<file path="config.mk">
export PLATFORM = sky130hd
export DESIGN_NAME = fifo_frame_reader
export DESIGN_NICKNAME = d
export VERILOG_FILES = /design/src/rtl/fifo_frame_reader.sv
export SDC_FILE = /design/constraint.sdc
export NUM_CORES = 1
export LEC_CHECK = 0
export ABC_AREA = 0
export BUFFER_PORTS_ARGS = -buffer_cell sky130_fd_sc_hd__buf_2
export CORE_MARGIN = 5
export CORE_UTILIZATION = 55
export CTS_CLUSTER_DIAMETER = 30
export DETAILED_ROUTE_END_ITERATION = 6
export HOLD_SLACK_MARGIN = 0.06
export PLACE_DENSITY = 0.91
export SYNTH_ARGS = -nofsm -noshare
export SYNTH_HDL_FRONTEND = slang
export SYNTH_SLANG_ARGS = --single-unit
</file>
<file path="constraint.sdc">
create_clock -name i_clk -period 6.7 [get_ports i_clk]
set_input_delay 0.67 -clock i_clk [delete_from_list [all_inputs] [get_ports i_clk]]
set_output_delay 0.67 -clock i_clk [all_outputs]
set_load 0.01 [all_outputs]
</file>
<file path="src/rtl/fifo_frame_reader.sv">
// fifo_frame_reader: pops one IMG_W x IMG_H frame from the window FIFO and streams it with x/y indices and frame markers.
// Define FRAME_READER_TIMEOUT_EN to abort a frame after TIMEOUT_CYCLES READ cycles without a handshake.
module fifo_frame_reader #(
    parameter int IMG_W  = 64,
    parameter int IMG_H  = 64,
    parameter int DATA_W = 8,
    parameter int IDX_W  = 10
`ifdef FRAME_READER_TIMEOUT_EN
    , parameter int TIMEOUT_CYCLES = 1024
`endif
) (
    input  logic              i_clk,
    input  logic              i_reset,
    input  logic              i_start,
    input  logic              i_fifoEmpty,
    input  logic [DATA_W-1:0] i_fifoData,
    output logic              o_fifoRead,
    output logic [DATA_W-1:0] o_pixel,
    output logic              o_valid,
    input  logic              i_ready,
    output logic [IDX_W-1:0]  o_xIndex,
    output logic [IDX_W-1:0]  o_yIndex,
    output logic              o_sof,
    output logic              o_eol,
    output logic              o_eof,
    output logic              o_busy,
    output logic              o_done,
    output logic              o_error
);
    localparam int TOTAL = IMG_W * IMG_H;
    localparam int CNT_W = $clog2(TOTAL + 1);
    typedef enum logic [1:0] {IDLE, READ, DONE} state_t;
    state_t state, state_nxt;
    logic [CNT_W-1:0] req_cnt;
    logic inflight;
    logic [DATA_W-1:0] buf_mem [2];
    logic rd_ptr, wr_ptr;
    logic [1:0] buf_cnt;
    logic [IDX_W-1:0] x_cnt, y_cnt;
    logic pop, last, timeout, x_end, y_end;
    logic [2:0] occ;
    assign o_valid  = buf_cnt != 2'd0;
    assign pop      = o_valid & i_ready;
    assign x_end    = x_cnt == IDX_W'(IMG_W - 1);
    assign y_end    = y_cnt == IDX_W'(IMG_H - 1);
    assign last     = pop & x_end & y_end;
    assign occ      = 3'(buf_cnt) + 3'(inflight) - 3'(pop);
    // Issue only when the returning word is guaranteed a free buffer slot
    assign o_fifoRead = !i_reset && !timeout && state == READ && !i_fifoEmpty
                        && req_cnt < CNT_W'(TOTAL) && occ < 3'd2;
    assign o_pixel  = buf_mem[rd_ptr];
    assign o_xIndex = x_cnt;
    assign o_yIndex = y_cnt;
    assign o_sof    = o_valid & x_cnt == '0 & y_cnt == '0;
    assign o_eol    = o_valid & x_end;
    assign o_eof    = o_valid & x_end & y_end;
    assign o_busy   = state != IDLE;
    assign o_done   = state == DONE;
    assign o_error  = timeout;
`ifdef FRAME_READER_TIMEOUT_EN
    localparam int ST_W = $clog2(TIMEOUT_CYCLES);
    logic [ST_W-1:0] stall_cnt;
    always_ff @(posedge i_clk) begin
        if (i_reset || state != READ || pop)
            stall_cnt <= '0;
        else
            stall_cnt <= stall_cnt + 1'b1;
    end
    assign timeout = state == READ && !pop && stall_cnt == ST_W'(TIMEOUT_CYCLES - 1);
`else
    assign timeout = 1'b0;
`endif
    always_comb begin
        state_nxt = state == IDLE ? (i_start ? READ : IDLE)
                  : state == READ ? (timeout ? IDLE : last ? DONE : READ)
                  : IDLE;
    end
    always_ff @(posedge i_clk) begin
        if (i_reset) begin
            state      <= IDLE;
            req_cnt    <= '0;
            inflight   <= 1'b0;
            buf_cnt    <= '0;
            rd_ptr     <= 1'b0;
            wr_ptr     <= 1'b0;
            x_cnt      <= '0;
            y_cnt      <= '0;
            buf_mem[0] <= '0;
            buf_mem[1] <= '0;
        end else begin
            state    <= state_nxt;
            inflight <= o_fifoRead;
            if (state == IDLE && i_start) begin
                req_cnt <= '0;
                x_cnt   <= '0;
                y_cnt   <= '0;
            end else begin
                if (o_fifoRead)
                    req_cnt <= req_cnt + 1'b1;
                if (pop) begin
                    x_cnt <= x_end ? '0 : x_cnt + 1'b1;
                    if (x_end)
                        y_cnt <= y_cnt + 1'b1;
                end
            end
            // A timeout flush also drops the word returning this cycle
            if (timeout) begin
                buf_cnt <= '0;
                rd_ptr  <= 1'b0;
                wr_ptr  <= 1'b0;
            end else begin
                if (inflight) begin
                    buf_mem[wr_ptr] <= i_fifoData;
                    wr_ptr          <= ~wr_ptr;
                end
                if (pop)
                    rd_ptr <= ~rd_ptr;
                buf_cnt <= buf_cnt + 2'(inflight) - 2'(pop);
            end
        end
    end
endmodule

</file>
Word-level counts from Yosys, hierarchy flattened

Memories as Yosys holds them, arrays and structs flattened. A register that Yosys moved wholly into a read port is not among the register bits.
Index checks and enable logic that the tools add are counted.

Bitwise gates (word level): 9
Multiplexer cells: 15
Reduce and logical (&&, ||, !) cells: 15
Add/subtract/negate cells: 7
Eq/ne operators: 4
$lt $le $gt $ge: 2

Operators with widths:

| operator                                                                      | count |
|---|---|
| 10-bit by 1-bit adder with 10-bit output (second input constant)              | 2 |
| 10-bit by 6-bit equality test with 1-bit output (second input constant)       | 2 |
| 10-bit zero test                                                              | 2 |
| 13-bit by 1-bit adder with 13-bit output (second input constant)              | 1 |
| 13-bit less-than comparator (second input constant)                           | 1 |
| 1-bit two-way mux                                                             | 10 |
| 10-bit two-way mux                                                            | 1 |
| 8-bit two-way mux                                                             | 1 |
| 8-bit OR reduction                                                            | 1 |
| 1-bit AND                                                                     | 7 |
| 2-bit two-way mux                                                             | 3 |
| 1-bit logical AND                                                             | 5 |
| 2-bit nonzero test                                                            | 2 |
| 2-bit by 1-bit adder with 3-bit output                                        | 1 |
| 3-bit by 2-bit less-than comparator with 1-bit output (second input constant) | 1 |
| 3-bit by 1-bit subtractor with 3-bit output                                   | 1 |
| 2-bit by 1-bit adder with 2-bit output                                        | 1 |
| 2-bit by 1-bit equality test with 1-bit output (second input constant)        | 1 |
| 2-bit equality test (second input constant)                                   | 1 |
| 1-bit zero test                                                               | 2 |
| 2-bit zero test                                                               | 1 |
| 1-bit inverter                                                                | 2 |
| 2-bit AND reduction                                                           | 1 |
| 2-bit OR reduction                                                            | 1 |
| 2-bit by 1-bit subtractor with 2-bit output                                   | 1 |

RAM bits: 16
Memories kept: 1
Input port bits: 13
Register bits after elaboration: 40
Logic and storage cells: 61

Memory list:

| name    | depth | bits a word | read ports | clocked after memory_dff | wr ports | RTL line | source |
|---|---|---|---|---|---|---|---|
| buf_mem | 2     | 8           | 1          | 1                        | 2        | 36       | `logic [DATA_W-1:0] buf_mem [2];` |

Longest topological paths before layout

Word-level depth: 7
Gate-level depth with buffers: 11

Worst setup path before layout

Ideal clock, no wire load.

Kind: input -> output
From: input i_ready
To: output o_fifoRead
Cell stages on the path: 9
Path slack: 3.323 ns
Path buffers: 0
Arrival: 2.707 ns
Data required time: 6.030 ns
Cell sequence: o21ai_0 clkinv_1 ha_1 inv_1 ha_1 fa_1 nor3_1 nand3_1 inv_1

Cells in the longest elaborated chain, start to end: 4

RTL lines:

| item                                                  | RTL line | source |
|---|---|---|
| from (decl)                                           | 20       | `input logic i_ready,` |
| 1-bit AND                                             | 43       | `assign pop = o_valid & i_ready;` |
| via pop                                               | 40       | `logic pop, last, timeout, x_end, y_end;` |
| 3-bit by 1-bit subtractor with 3-bit output           | 47       | `assign occ = 3'(buf_cnt) + 3'(inflight) - 3'(pop);` |
| via occ[1]                                            | 41       | `logic [2:0] occ;` |
| 3-bit by 2-bit less-than comparator with 1-bit output | 50       | `&& req_cnt < CNT_W'(TOTAL) && occ < 3'd2;` |
| 1-bit logical AND                                     | 50       |  |
| to (decl)                                             | 17       | `output logic o_fifoRead,` |

The timed path passes the listed nets, and every way through them passes these cells.

Final worst setup path

From: register buf_cnt[1]
To: output o_fifoRead

Cells in the longest elaborated chain, start to end: 5

RTL lines:

| item                                                  | RTL line | source |
|---|---|---|
| from (decl)                                           | 38       | `logic [1:0] buf_cnt;` |
| from (signal assigned)                                | 118      | `buf_cnt <= buf_cnt + 2'(inflight) - 2'(pop);` |
| 2-bit nonzero test                                    | 42       | `assign o_valid = buf_cnt != 2'd0;` |
| 1-bit AND                                             | 43       |  |
| via pop                                               | 40       |  |
| 3-bit by 1-bit subtractor with 3-bit output           | 47       |  |
| via occ[1]                                            | 41       |  |
| 3-bit by 2-bit less-than comparator with 1-bit output | 50       |  |
| 1-bit logical AND                                     | 50       |  |

The timed path passes the listed nets, and every way through them passes these cells.

==> results.sh <==
export IMPL_fin_crit_sh_pct=61.5
export IMPL_max_freq_mhz=243
export IMPL_coreArea_um2=4720
export IMPL_ant_nets=0
export IMPL_cp_depth=10
export IMPL_hold_path_class="reg -> reg"
export IMPL_hpwl_mm=3.89
export IMPL_wl_per_cell_um=13.6
export IMPL_finalNetCount=350
export IMPL_fin_crit_ns=4.12
export IMPL_dp_cells=385
export IMPL_cts_max_path_buffers=2
export IMPL_cts_hold_buffers=0
export IMPL_regToRegSetupSlack_ns=2.99
export IMPL_cts_sinks=57
export IMPL_swShare_pct=28.9
export IMPL_setup_tns_ns=0
export IMPL_status="finished, final reports clean"
export IMPL_leakage_nw=1.25
export IMPL_antenna_found_initial=0
export IMPL_post_cts_setup_buffer_count=0
export IMPL_synth_top_area_cell="dfxtp_1"
export IMPL_final_hold_viol_count=0
export IMPL_instances_no_fill=401
export IMPL_row_count=25
export IMPL_maxSlewHeadroom_pct=49.9
export IMPL_clockPowerShare_pct=33.3
export IMPL_ys_types=40
export IMPL_cp_required_ns=6.03
export IMPL_boundaryPins=49
export IMPL_startpoint="buf_cnt[1]$_SDFF_PP0_"
export IMPL_worst_r2r_path_depth=10
export IMPL_layout_commonest_cell="buf_2"
export IMPL_drt_initial_drc_count=80
export IMPL_post_cts_resized=0
export IMPL_cts_inserted_buffers=9
export IMPL_drive_above_1_share_pct=21.9
export IMPL_place_gp_congestion=0.858
export IMPL_drtPass1Iterations=5
export IMPL_die_w_um=79.7
export IMPL_viasPerCell=5.44
export IMPL_path_max_fanout=8
export IMPL_final_max_slew_viol_count=0
export IMPL_slowest_stage="fa_1"
export IMPL_synth_cells=279
export IMPL_die_h_um=79.7
export IMPL_vias=2180
export IMPL_power_frac_seq_pct=47.2
export IMPL_drc=0
export IMPL_die_area_um2=6350
export IMPL_port_buffers=47
export IMPL_htree_levels=3
export IMPL_reg2reg_from="buf_cnt[1]$_SDFF_PP0_"
export IMPL_crit_chain="o21ai_0 -> clkinv_1 -> ha_1 -> inv_1 -> ha_1 -> fa_1 -> nor3_1 -> nand3_1 -> inv_1 -> buf_2"
export IMPL_synth_fp_nets=300
export IMPL_setup_violations=0
export IMPL_tightestPinTransition_ns=0.750
export IMPL_final_cell_mix="buf_2, dfxtp_1, nor2_1"
export IMPL_slowest_delay_ns=0.45
export IMPL_initial_core_util_pct=56.6
export IMPL_power_frac_comb_pct=19.5
export IMPL_end_kind="primary output"
export IMPL_grt_setup_unrepaired="false"
export IMPL_yosysTopAreaCellShare_pct=30.7
export IMPL_p_switching_w=0.000245
export IMPL_cts_tree="yes"
export IMPL_drv_cap=0
export IMPL_ys_warn_count=0
export IMPL_grt_first_pass_wirelength_mm=8.96
export IMPL_p_int_w=0.000603
export IMPL_synthTopCellsByArea="dfxtp_1, edfxtp_1, xnor2_1"
export IMPL_wl_mm=5.45
export IMPL_critical_path_startpoint_type="flip-flop"
export IMPL_antenna_cells=0
export IMPL_cp_data_arrival_time_ns=3.45
export IMPL_vdd_drop_max_mv=0.143
export IMPL_power_density_nw_per_um2=271
export IMPL_clk_latency_ns=0.32
export IMPL_synth_seq_cells=57
export IMPL_overflow=0
export IMPL_critical_path_class="reg -> out"
export IMPL_r2r_end="req_cnt[11]$_SDFFE_PP0P_"
export IMPL_netlist_area_um2=2670
export IMPL_clock_skew_ns=0.00523
export IMPL_grt_max_degree=22
export IMPL_clock_root_buffer="clkbuf_8"
export IMPL_cts_clk_slew_worst_paths_ns=0.06
export IMPL_grt_usage_pct=18.2
export IMPL_crit_buf_inv=4
export IMPL_cp_endpoint="o_fifoRead"
export IMPL_syn_to_final_growth_pct=17.1
export IMPL_avgSynthCellArea_um2=9.58
export IMPL_seq_area_frac_synth_pct=48.7
export IMPL_cp_top_family="adder cells"
export IMPL_first_global_vias=2025
-- cell families after synthesis --
group	synth area share [%]
and+or+nand+nor	25.1
DFF	48.7
AOI/OAI and AO/OA	7.87
buffers and inverters	4.12
xor gates and xnor gates	5.57
muxes	4.49
adders and majority gates	4.03
other	0.140
-- flip-flops by register name, indices dropped and copies added, names as in the netlist, named ones only --
register / cells
o_yIndex: 10
buf_mem: 16
inflight: 1
state: 2
req_cnt: 13
buf_cnt: 2
o_xIndex: 10
rd_ptr: 1
wr_ptr: 1
-- metal layers --
metal  vias to the layer above  part of all wire (%)  global-route usage, %
met2                        68                    49                   31.3
met3                         5                   5.9                   3.72
met1                      1011                    44                   21.1
met4                         0                   1.0                   9.62
met5                         -                     0                      0
li1                       1096                     -                      -
-- cell usage after synthesis --
master	instances
nand4_1	8
inv_1	17
nor3b_1	3
buf_2	1
ha_1	7
and4_1	2
a21oi_1	16
and3_1	3
nand2b_1	2
nand3_1	10
nor2b_1	3
buf_4	1
o41ai_1	1
a31oi_1	1
dfxtp_1	41
nand4bb_1	1
and2_1	16
clkinv_1	1
or4_1	9
a21o_1	2
o21a_1	1
mux2i_1	3
nor2_1	26
o21ai_0	5
o31ai_1	8
edfxtp_1	16
nor3_1	6
nor4_1	9
conb_1	1
and3b_1	1
mux2_2	8
xnor2_1	13
fa_1	1
nand2_1	19
or3_1	4
buf_6	1
clkbuf_1	5
o211ai_1	1
xor2_1	4
or2_2	2
-- tightest hold or removal path, cell delays in order, from the launching register on --
cell and delay, ns:
dfxtp_1 0.32, o31ai_1 0.06, a21oi_1 0.06
-- metrics by stage --
step	power, W	setup slack, ns	util, %	hold slack (ns)	area, µm²
2_1_floorplan	0.000518	3.32	-	0.442	2670
3_3_place_gp	0.000564	2.87	62.4	0.453	2950
3_5_place_dp	0.000571	2.74	62.4	0.471	2950
4_1_cts	0.000857	2.58	66.3	0.480	3130
5_1_grt	0.000898	2.30	66.3	0.516	3130
6_report	0.000848	2.58	66.3	0.484	3130
-- power groups by stage --
stage	registers (W)	logic, W	clock network (W)
2_1_floorplan	0.000397	0.000120	0
3_3_place_gp	0.000407	0.000157	0
3_5_place_dp	0.000408	0.000163	0
4_1_cts	0.000401	0.000166	0.000290
5_1_grt	0.000403	0.000187	0.000308
6_report	0.000400	0.000165	0.000282
-- cell type report --
type                    count  area [µm²]
repair buffers             47         235
fillers                   361        1590
flip-flops and latches     57        1300
multi-input cells         196        1260
clock inverters             5        30.0
inverters                  18        67.6
well taps                  67        83.8
clock buffers              11         151
-- worst min path at each step --
| stage | depth (start not counted) | slack (ns) | end | from |
|---|---|---|---|---|
| after global placement | 1 | 0.45 | req_cnt[12]$_SDFFE_PP0P_ | req_cnt[12]$_SDFFE_PP0P_ |
| after CTS | 2 | 0.48 | req_cnt[5]$_SDFFE_PP0P_ | req_cnt[5]$_SDFFE_PP0P_ |
| after detailed placement | 2 | 0.47 | req_cnt[5]$_SDFFE_PP0P_ | req_cnt[5]$_SDFFE_PP0P_ |
| final | 2 | 0.48 | req_cnt[11]$_SDFFE_PP0P_ | req_cnt[11]$_SDFFE_PP0P_ |
| after floorplan | 1 | 0.44 | req_cnt[12]$_SDFFE_PP0P_ | req_cnt[12]$_SDFFE_PP0P_ |
| after global routing | 1 | 0.52 | req_cnt[12]$_SDFFE_PP0P_ | req_cnt[12]$_SDFFE_PP0P_ |
Note: power is estimated with default switching activity, not from simulation.
